$ cat src/rtl/simple_fixed_pipe_pkg.sv
// Shared definitions for the SPU-Lite even-pipe simple fixed unit:
// opcode encoding, pipeline depth ceiling and slot-count helpers.
package defines_pkg;

    localparam int SF_MAX_LATENCY = 8;

    typedef enum logic [3:0] {
        IMMEDIATE_LOAD_HALFWORD       = 4'd0,
        IMMEDIATE_LOAD_HALFWORD_UPPER = 4'd1,
        IMMEDIATE_LOAD_WORD           = 4'd2,
        IMMEDIATE_LOAD_ADDRESS        = 4'd3,
        ADD_WORD                      = 4'd4,
        ADD_HALFWORD                  = 4'd5,
        SUBTRACT_FROM_WORD            = 4'd6,
        ADD_WORD_IMMEDIATE            = 4'd7,
        AND                           = 4'd8,
        OR                            = 4'd9,
        XOR                           = 4'd10
    } Opcodes;

    function automatic int word_slots(input int width);
        return width / 32;
    endfunction

    function automatic int half_slots(input int width);
        return width / 16;
    endfunction

endpackage

$ cat src/rtl/simple_fixed_pipe_if.sv
// Issue / writeback / forwarding bundle of the simple fixed unit.
// The issue side (master) drives instructions; the unit (slave) returns results.
interface simple_fixed_pipe_if
    import defines_pkg::*;
#(
    parameter int REG_ADDR_WD = 7,
    parameter int REG_DATA_WD = 128,
    parameter int LATENCY     = 2
);

    logic                           in_valid;
    Opcodes                         opcode;
    logic [REG_ADDR_WD-1:0]         in_rt_addr;
    logic [REG_DATA_WD-1:0]         in_RA;
    logic [REG_DATA_WD-1:0]         in_RB;
    logic [9:0]                     in_I10;
    logic [15:0]                    in_I16;
    logic [17:0]                    in_I18;
    logic                           flush;

    logic                           out_valid;
    logic [REG_ADDR_WD-1:0]         out_rt_addr;
    logic [REG_DATA_WD-1:0]         out_RT;
    logic                           out_illegal;

    logic [LATENCY-1:0]             fwd_valid;
    logic [LATENCY*REG_ADDR_WD-1:0] fwd_addr;
    logic [LATENCY*REG_DATA_WD-1:0] fwd_data;

    modport master (
        output in_valid, opcode, in_rt_addr, in_RA, in_RB, in_I10, in_I16, in_I18, flush,
        input  out_valid, out_rt_addr, out_RT, out_illegal, fwd_valid, fwd_addr, fwd_data
    );

    modport slave (
        input  in_valid, opcode, in_rt_addr, in_RA, in_RB, in_I10, in_I16, in_I18, flush,
        output out_valid, out_rt_addr, out_RT, out_illegal, fwd_valid, fwd_addr, fwd_data
    );

endinterface

$ cat src/rtl/simple_fixed_pipe_alu.sv
// Combinational datapath of the simple fixed unit: immediate loads,
// lane-wise add/subtract and bitwise logic with no carries between slots.
module simple_fixed_alu
    import defines_pkg::*;
#(
    parameter int REG_DATA_WD = 128
) (
    input  Opcodes                 opcode_i,
    input  logic [REG_DATA_WD-1:0] ra_i,
    input  logic [REG_DATA_WD-1:0] rb_i,
    input  logic [9:0]             i10_i,
    input  logic [15:0]            i16_i,
    input  logic [17:0]            i18_i,
    output logic [REG_DATA_WD-1:0] result_o,
    output logic                   illegal_o
);

    localparam int NW = word_slots(REG_DATA_WD);
    localparam int NH = half_slots(REG_DATA_WD);

    logic [31:0] i16_sext;
    logic [31:0] i10_sext;

    assign i16_sext = {{16{i16_i[15]}}, i16_i};
    assign i10_sext = {{22{i10_i[9]}}, i10_i};

    // NOTE: every output gets a default before the case so no path leaves it
    // unassigned; without that, synthesis infers a latch.
    always_comb begin
        result_o  = '0;
        illegal_o = 1'b0;
        case (opcode_i)
            IMMEDIATE_LOAD_HALFWORD:
                for (int h = 0; h < NH; h++) result_o[16*h +: 16] = i16_i;
            IMMEDIATE_LOAD_HALFWORD_UPPER:
                for (int w = 0; w < NW; w++) result_o[32*w +: 32] = {i16_i, 16'h0000};
            IMMEDIATE_LOAD_WORD:
                for (int w = 0; w < NW; w++) result_o[32*w +: 32] = i16_sext;
            IMMEDIATE_LOAD_ADDRESS:
                for (int w = 0; w < NW; w++) result_o[32*w +: 32] = {14'b0, i18_i};
            ADD_WORD:
                for (int w = 0; w < NW; w++)
                    result_o[32*w +: 32] = ra_i[32*w +: 32] + rb_i[32*w +: 32];
            ADD_HALFWORD:
                for (int h = 0; h < NH; h++)
                    result_o[16*h +: 16] = ra_i[16*h +: 16] + rb_i[16*h +: 16];
            SUBTRACT_FROM_WORD:
                for (int w = 0; w < NW; w++)
                    result_o[32*w +: 32] = rb_i[32*w +: 32] - ra_i[32*w +: 32];
            ADD_WORD_IMMEDIATE:
                for (int w = 0; w < NW; w++)
                    result_o[32*w +: 32] = ra_i[32*w +: 32] + i10_sext;
            AND:     result_o = ra_i & rb_i;
            OR:      result_o = ra_i | rb_i;
            XOR:     result_o = ra_i ^ rb_i;
            default: illegal_o = 1'b1;
        endcase
    end

endmodule

$ cat src/rtl/simple_fixed_pipe.sv
// Simple fixed execution unit: ALU followed by LATENCY result stages, each
// exposed as a forwarding tap; flush turns every stage into a bubble.
module simple_fixed_pipe
    import defines_pkg::*;
#(
    parameter int REG_ADDR_WD = 7,
    parameter int REG_DATA_WD = 128,
    parameter int LATENCY     = 2
) (
    input  logic               clk,
    input  logic               rst,
    simple_fixed_pipe_if.slave bus
);

    if (REG_DATA_WD % 32 != 0 || LATENCY < 1 || LATENCY > SF_MAX_LATENCY) begin : g_param_check
        $fatal(1, "simple_fixed_pipe: unsupported REG_DATA_WD=%0d / LATENCY=%0d",
               REG_DATA_WD, LATENCY);
    end

    logic [REG_DATA_WD-1:0] alu_result;
    logic                   alu_illegal;

    simple_fixed_alu #(.REG_DATA_WD(REG_DATA_WD)) u_alu (
        .opcode_i  (bus.opcode),
        .ra_i      (bus.in_RA),
        .rb_i      (bus.in_RB),
        .i10_i     (bus.in_I10),
        .i16_i     (bus.in_I16),
        .i18_i     (bus.in_I18),
        .result_o  (alu_result),
        .illegal_o (alu_illegal)
    );

    for (genvar s = 0; s < LATENCY; s++) begin : g_stage
        logic                   src_valid, src_illegal;
        logic [REG_ADDR_WD-1:0] src_addr;
        logic [REG_DATA_WD-1:0] src_data;

        logic                   valid_d, valid_q;
        logic                   illegal_d, illegal_q;
        logic [REG_ADDR_WD-1:0] addr_d, addr_q;
        logic [REG_DATA_WD-1:0] data_d, data_q;

        if (s == 0) begin : g_src
            assign src_valid   = bus.in_valid;
            assign src_illegal = alu_illegal;
            assign src_addr    = bus.in_rt_addr;
            assign src_data    = alu_result;
        end else begin : g_src
            assign src_valid   = g_stage[s-1].valid_q;
            assign src_illegal = g_stage[s-1].illegal_q;
            assign src_addr    = g_stage[s-1].addr_q;
            assign src_data    = g_stage[s-1].data_q;
        end

        // Bubbles carry all-zero payload so forwarding consumers never see stale data.
        always_comb begin
            valid_d   = src_valid & ~bus.flush;
            illegal_d = valid_d & src_illegal;
            addr_d    = valid_d ? src_addr : '0;
            data_d    = valid_d ? src_data : '0;
        end

        // NOTE: sequential state uses non-blocking assignments so every stage
        // samples its predecessor's pre-edge value, regardless of block order.
        always_ff @(posedge clk or negedge rst) begin
            if (!rst) begin
                valid_q   <= 1'b0;
                illegal_q <= 1'b0;
                addr_q    <= '0;
                data_q    <= '0;
            end else begin
                valid_q   <= valid_d;
                illegal_q <= illegal_d;
                addr_q    <= addr_d;
                data_q    <= data_d;
            end
        end

        assign bus.fwd_valid[s]                             = valid_q;
        assign bus.fwd_addr[s*REG_ADDR_WD +: REG_ADDR_WD]   = addr_q;
        assign bus.fwd_data[s*REG_DATA_WD +: REG_DATA_WD]   = data_q;
    end

    assign bus.out_valid   = g_stage[LATENCY-1].valid_q;
    assign bus.out_illegal = g_stage[LATENCY-1].illegal_q;
    assign bus.out_rt_addr = g_stage[LATENCY-1].addr_q;
    assign bus.out_RT      = g_stage[LATENCY-1].data_q;

endmodule

$ cat src/flat_wrapper.sv
// flat-port wrapper written by rule: the top's interface ports become plain ports
module simple_fixed_pipe_flat import defines_pkg::*;
#(
    parameter int REG_ADDR_WD = 7,
    parameter int REG_DATA_WD = 128,
    parameter int LATENCY     = 2
)
  (clk, rst, bus_in_valid, bus_opcode, bus_in_rt_addr, bus_in_RA, bus_in_RB, bus_in_I10, bus_in_I16, bus_in_I18, bus_flush, bus_out_valid, bus_out_rt_addr, bus_out_RT, bus_out_illegal, bus_fwd_valid, bus_fwd_addr, bus_fwd_data);
  simple_fixed_pipe_if #(.REG_ADDR_WD(REG_ADDR_WD), .REG_DATA_WD(REG_DATA_WD), .LATENCY(LATENCY)) bus_i ();
  input  logic clk;
  input  logic rst;
  input wire logic [$bits(bus_i.in_valid)-1:0] bus_in_valid;
  input wire logic [$bits(bus_i.opcode)-1:0] bus_opcode;
  input wire logic [$bits(bus_i.in_rt_addr)-1:0] bus_in_rt_addr;
  input wire logic [$bits(bus_i.in_RA)-1:0] bus_in_RA;
  input wire logic [$bits(bus_i.in_RB)-1:0] bus_in_RB;
  input wire logic [$bits(bus_i.in_I10)-1:0] bus_in_I10;
  input wire logic [$bits(bus_i.in_I16)-1:0] bus_in_I16;
  input wire logic [$bits(bus_i.in_I18)-1:0] bus_in_I18;
  input wire logic [$bits(bus_i.flush)-1:0] bus_flush;
  output wire logic [$bits(bus_i.out_valid)-1:0] bus_out_valid;
  output wire logic [$bits(bus_i.out_rt_addr)-1:0] bus_out_rt_addr;
  output wire logic [$bits(bus_i.out_RT)-1:0] bus_out_RT;
  output wire logic [$bits(bus_i.out_illegal)-1:0] bus_out_illegal;
  output wire logic [$bits(bus_i.fwd_valid)-1:0] bus_fwd_valid;
  output wire logic [$bits(bus_i.fwd_addr)-1:0] bus_fwd_addr;
  output wire logic [$bits(bus_i.fwd_data)-1:0] bus_fwd_data;
  assign bus_i.in_valid = bus_in_valid;
  assign bus_i.opcode = bus_opcode;
  assign bus_i.in_rt_addr = bus_in_rt_addr;
  assign bus_i.in_RA = bus_in_RA;
  assign bus_i.in_RB = bus_in_RB;
  assign bus_i.in_I10 = bus_in_I10;
  assign bus_i.in_I16 = bus_in_I16;
  assign bus_i.in_I18 = bus_in_I18;
  assign bus_i.flush = bus_flush;
  assign bus_out_valid = bus_i.out_valid;
  assign bus_out_rt_addr = bus_i.out_rt_addr;
  assign bus_out_RT = bus_i.out_RT;
  assign bus_out_illegal = bus_i.out_illegal;
  assign bus_fwd_valid = bus_i.fwd_valid;
  assign bus_fwd_addr = bus_i.fwd_addr;
  assign bus_fwd_data = bus_i.fwd_data;
  simple_fixed_pipe #(.REG_ADDR_WD(REG_ADDR_WD), .REG_DATA_WD(REG_DATA_WD), .LATENCY(LATENCY)) u_core (.clk(clk), .rst(rst), .bus(bus_i));
endmodule
$ cat config.mk
export PLATFORM = sky130hd
export DESIGN_NAME = simple_fixed_pipe_flat
export DESIGN_NICKNAME = d
export VERILOG_FILES = /design/src/rtl/simple_fixed_pipe_pkg.sv /design/src/rtl/simple_fixed_pipe_if.sv /design/src/rtl/simple_fixed_pipe_alu.sv /design/src/rtl/simple_fixed_pipe.sv /design/src/flat_wrapper.sv
export SDC_FILE = /design/constraint.sdc
export NUM_CORES = 2
export LEC_CHECK = 0
export ABC_CLOCK_PERIOD_IN_PS = 3620
export CAP_MARGIN = 20
export CORE_MARGIN = 1.5
export CORE_UTILIZATION = 40
export DETAILED_ROUTE_END_ITERATION = 10
export PLACE_DENSITY = 0.75
export SLEW_MARGIN = 20
export SYNTH_ARGS = -nofsm -noshare
export SYNTH_HDL_FRONTEND = slang
export SYNTH_SLANG_ARGS = --single-unit
$ cat constraint.sdc
create_clock -name clk -period 3.62 [get_ports clk]
set_input_delay 1.086 -clock clk [delete_from_list [all_inputs] [get_ports clk]]
set_output_delay 1.086 -clock clk [all_outputs]
set_load 0.02 [all_outputs]
==> results.yml <==
layout:
  nFillCells: 6585
  fin_nets: 7321
  mostFrequentLayoutCells: "1433 x buf_4, 634 x clkdlybuf4s50_1, 457 x ha_1"
  fin_cells: 7654
  final_area_mm2: 0.0593
  seqCellArea_mm2: 0.00686
  multi_input_comb_area_mm2: 0.0282
  drive_gt1_share_pct: 34.8
  syn_to_final_growth_pct: 70.6
  final_common_cell: "buf_4"
run:
  cap_violations: 0
cts:
  holdBufCountCts: 0
  cts_tree: "done"
  worstSkewPairLatency_ns: 0.60
  ctsHtreeMaxLevel: 2
  clk_path_buf_depth: 3
  cts.sinks: 274
  cts_buffers: 35
  clk_pin_slew_ns: 0.06
  cts-root-buf: "clkbuf_16"
drt:
  drtAntennaViolNets: 0
  first_pass_iters: 10
  vias_per_cell: 5.79
  route.detailed.drc: 0
  drt_iter0_drc: 4848
  wl_um: 183000
  routed-via-count: 44352
  wl_per_cell_um: 23.8
yosys:
  syn_nets: 5364
  ys_seq_area_share_pct: 19.7
  synth_cell_types: 95
  ys_ff_latch: 274
  syn_area_per_cell_um2: 7.72
  synth_warnings: 0
  synthSimpleGateAreaFrac_pct: 15.9
  synth_area_mm2: 0.0347
  synth-compound-area-share_pct: 29.6
  synth_edf_count: 0
  synthAdderAreaFrac_pct: 20.1
  synth-main-ff-cell: "dfrtp_1"
  yosys-mux-area-fraction_pct: 0.493
  synthXorXnorAreaFrac_pct: 4.56
  synth_async_sr_flop_share_pct: 100
  synthCells: 4501
  synth_top_family_by_area: "compound AO/OA/AOI/OAI gates"
setup_path:
  path_max_fanout: 8
  worst-setup-path-type: "in2reg"
  worst_setup_path_end_kind: "flop"
  crit_arrival_ns: 4.73
  cp.required_ns: 4.07
  cp-start-kind: "primary input"
status:
  violations: "negative setup slack"
  outcome: "finished with violations"
global_routing:
  grt_start_max_net_pins: 138
  grt_first_pass_wirelength_um: 261000
  gr-total-overflow: 0
  antenna_found_initial: 37
  grt.total_usage_pct: 38.1
  grt_pass1_vias: 43386
placement:
  port_buffers: 723
  place_area_mm2: 0.0532
  gp_congestion: 1.02
  hpwlAfterDp_um: 141000
  placedCellCount: 7412
sta:
  setup_viol: 80
  fin_crit_sh_pct: 118
  final_max_slew_viol_count: 0
  fmax_mhz: 234
  slew-limit-headroom_pct: 20.4
  setup_slack_ns: -0.658
  rsz0062_at_grt: "true"
  tightest_slew_ns: 1.19
  clock_skew_ns: 0.0291
  hold_violations: 0
  min_period_ns: 4.28
  fin_setup_tns_ns: -23.52
power:
  peakVddDrop_mv: 0.397
  power_density_mw_per_mm2: 256
  leakagePower_nw: 28.2
floorplan:
  die-height_um: 298
  die_area_mm2: 0.0886
  die_width_um: 298
  core_area_mm2: 0.0855
  ioPinCount: 724
  initial_core_util_pct: 40.6
  floorplan.rows: 107
hold_path:
  min_path_type: "reg2reg"
registers in the layout, indices dropped and copies added (netlist names):
name                      cells
u_core.g_stage.valid_q        1
u_core.bus.out_RT           128
u_core.g_stage.addr_q         7
u_core.bus.out_illegal        1
u_core.g_stage.data_q       128
u_core.bus.out_valid          1
u_core.bus.out_rt_addr        7
u_core.g_stage.illegal_q      1
synthesized netlist by cell type (10+ instances only):
cell type	number	area share (%)
nor3b_1	11	0.24
mux2i_1	16	0.46
xnor2_1	116	2.9
clkbuf_1	182	2.0
xor2_1	65	1.6
a221o_1	27	0.78
nand2_1	284	3.1
a31o_2	10	0.25
o221ai_1	22	0.55
buf_2	13	0.19
ha_1	532	19
o2111ai_1	16	0.40
o31ai_1	31	0.67
o21bai_1	76	1.6
nand4_1	37	0.67
and3_1	20	0.36
nor3_1	62	0.89
or3_1	16	0.29
o41ai_1	10	0.25
buf_4	138	3.0
buf_1	37	0.40
and2_1	157	2.8
nand3_1	59	0.85
a2111oi_0	18	0.45
nor4_1	24	0.43
fa_1	16	0.92
nand2b_1	49	0.88
o22ai_1	29	0.52
a31oi_1	62	1.1
o311a_1	10	0.29
nor2b_1	45	0.81
a211oi_1	84	1.8
a22oi_1	49	1.1
a21oi_1	456	6.6
a221oi_1	67	1.7
o21ai_0	375	5.4
o211ai_1	61	1.3
a21o_1	95	2.1
inv_1	374	4.0
nor2_1	319	3.4
dfrtp_1	274	20
cell type report:
type                            count  share of cell area [%]
Clock buffer                       44                    1.65
Sequential cell                   274                    11.6
Antenna cell                       28                   0.118
Timing Repair Buffer             2291                    33.9
Multi-Input combinational cell   3479                    47.6
Inverter                          377                    2.39
Tap cell                         1144                    2.42
Clock inverter                     17                   0.296
path summary, 6_finish.rpt:
| kind | slack, ns | startpoint | endpoint | cells past startpoint |
|---|---|---|---|---|
| worst max-delay path | -0.66 | bus_opcode[3] | u_core.g_stage[0].data_q[58] | 18 |
| worst min-delay path | 0.45 | u_core.g_stage[0].illegal_q | u_core.bus.out_illegal | 1 |
| worst max register to register | 2.30 | u_core.g_stage[0].valid_q | u_core.bus.out_RT[46] | 3 |
| worst min register to register | 0.45 | u_core.g_stage[0].illegal_q | u_core.bus.out_illegal | 1 |
| max in group asynchronous | 2.29 | rst | u_core.g_stage[0].data_q[79] | 2 |
| min in group asynchronous | 0.53 | rst | u_core.g_stage[0].data_q[9] | 1 |
metal layers:
| metal | vias up | wire [µm] | track usage [%] |
|---|---|---|---|
| met4 | 16 | 12500 | 21.7 |
| met3 | 681 | 19000 | 8.97 |
| met2 | 2650 | 82600 | 62.5 |
| met1 | 21108 | 68300 | 45.5 |
| met5 | - | 103 | 0 |
| li1 | 19897 | - | - |
power by group:
group          switching [mW]  internal (mW)
sequential             0.0657           3.15
clock                    1.57           2.07
combinational            4.26           4.05
repair_timing:
item                       in CTS  in global routing
setup endpoints to repair     108                 94
pin swaps                     255                235
buffers inserted               97                 72
hold endpoints to repair        0                  0
gates cloned                    2                  2
resized for setup             494                420
critical path, cell delays in order:
cell and delay (ns):
buf_8 0.10, nor2b_4 0.14, and2_4 0.31, buf_6 0.16, buf_12 0.15, buf_8 0.14
o21ai_0 0.09, ha_1 0.37, a21oi_1 0.29, o21ai_2 0.12, a22oi_2 0.14, nand3_2 0.14
o31a_1 0.41, a221o_1 0.42, nand3b_1 0.13, a31o_2 0.16, nand3_1 0.09, o31a_1 0.25
cell families (layout without fill, tap and decap cells):
group	count (synthesis)	count (layout)
compound gates	1601	1601
mux	17	17
fa+ha+maj	548	548
buf+inv	748	2729
xor+xnor	181	181
flops	274	274
other cells	0	28
simple gates	1132	1132
metrics by stage:
stage / setup WS [ns] / power (mW) / utilization [%] / hold WS (ns)
finish: -0.658 / 15.2 / 69.3 / 0.453
global route: -0.748 / 15.8 / 69.2 / 0.481
CTS: -0.549 / 14.4 / 66.4 / 0.456
detailed placement: -1.88 / 10.2 / 62.2 / 0.452
global placement: -1.79 / 10.1 / 62.2 / 0.440
floorplan: -0.925 / 6.61 / - / 0.428
(Power assumes the default switching activity.)
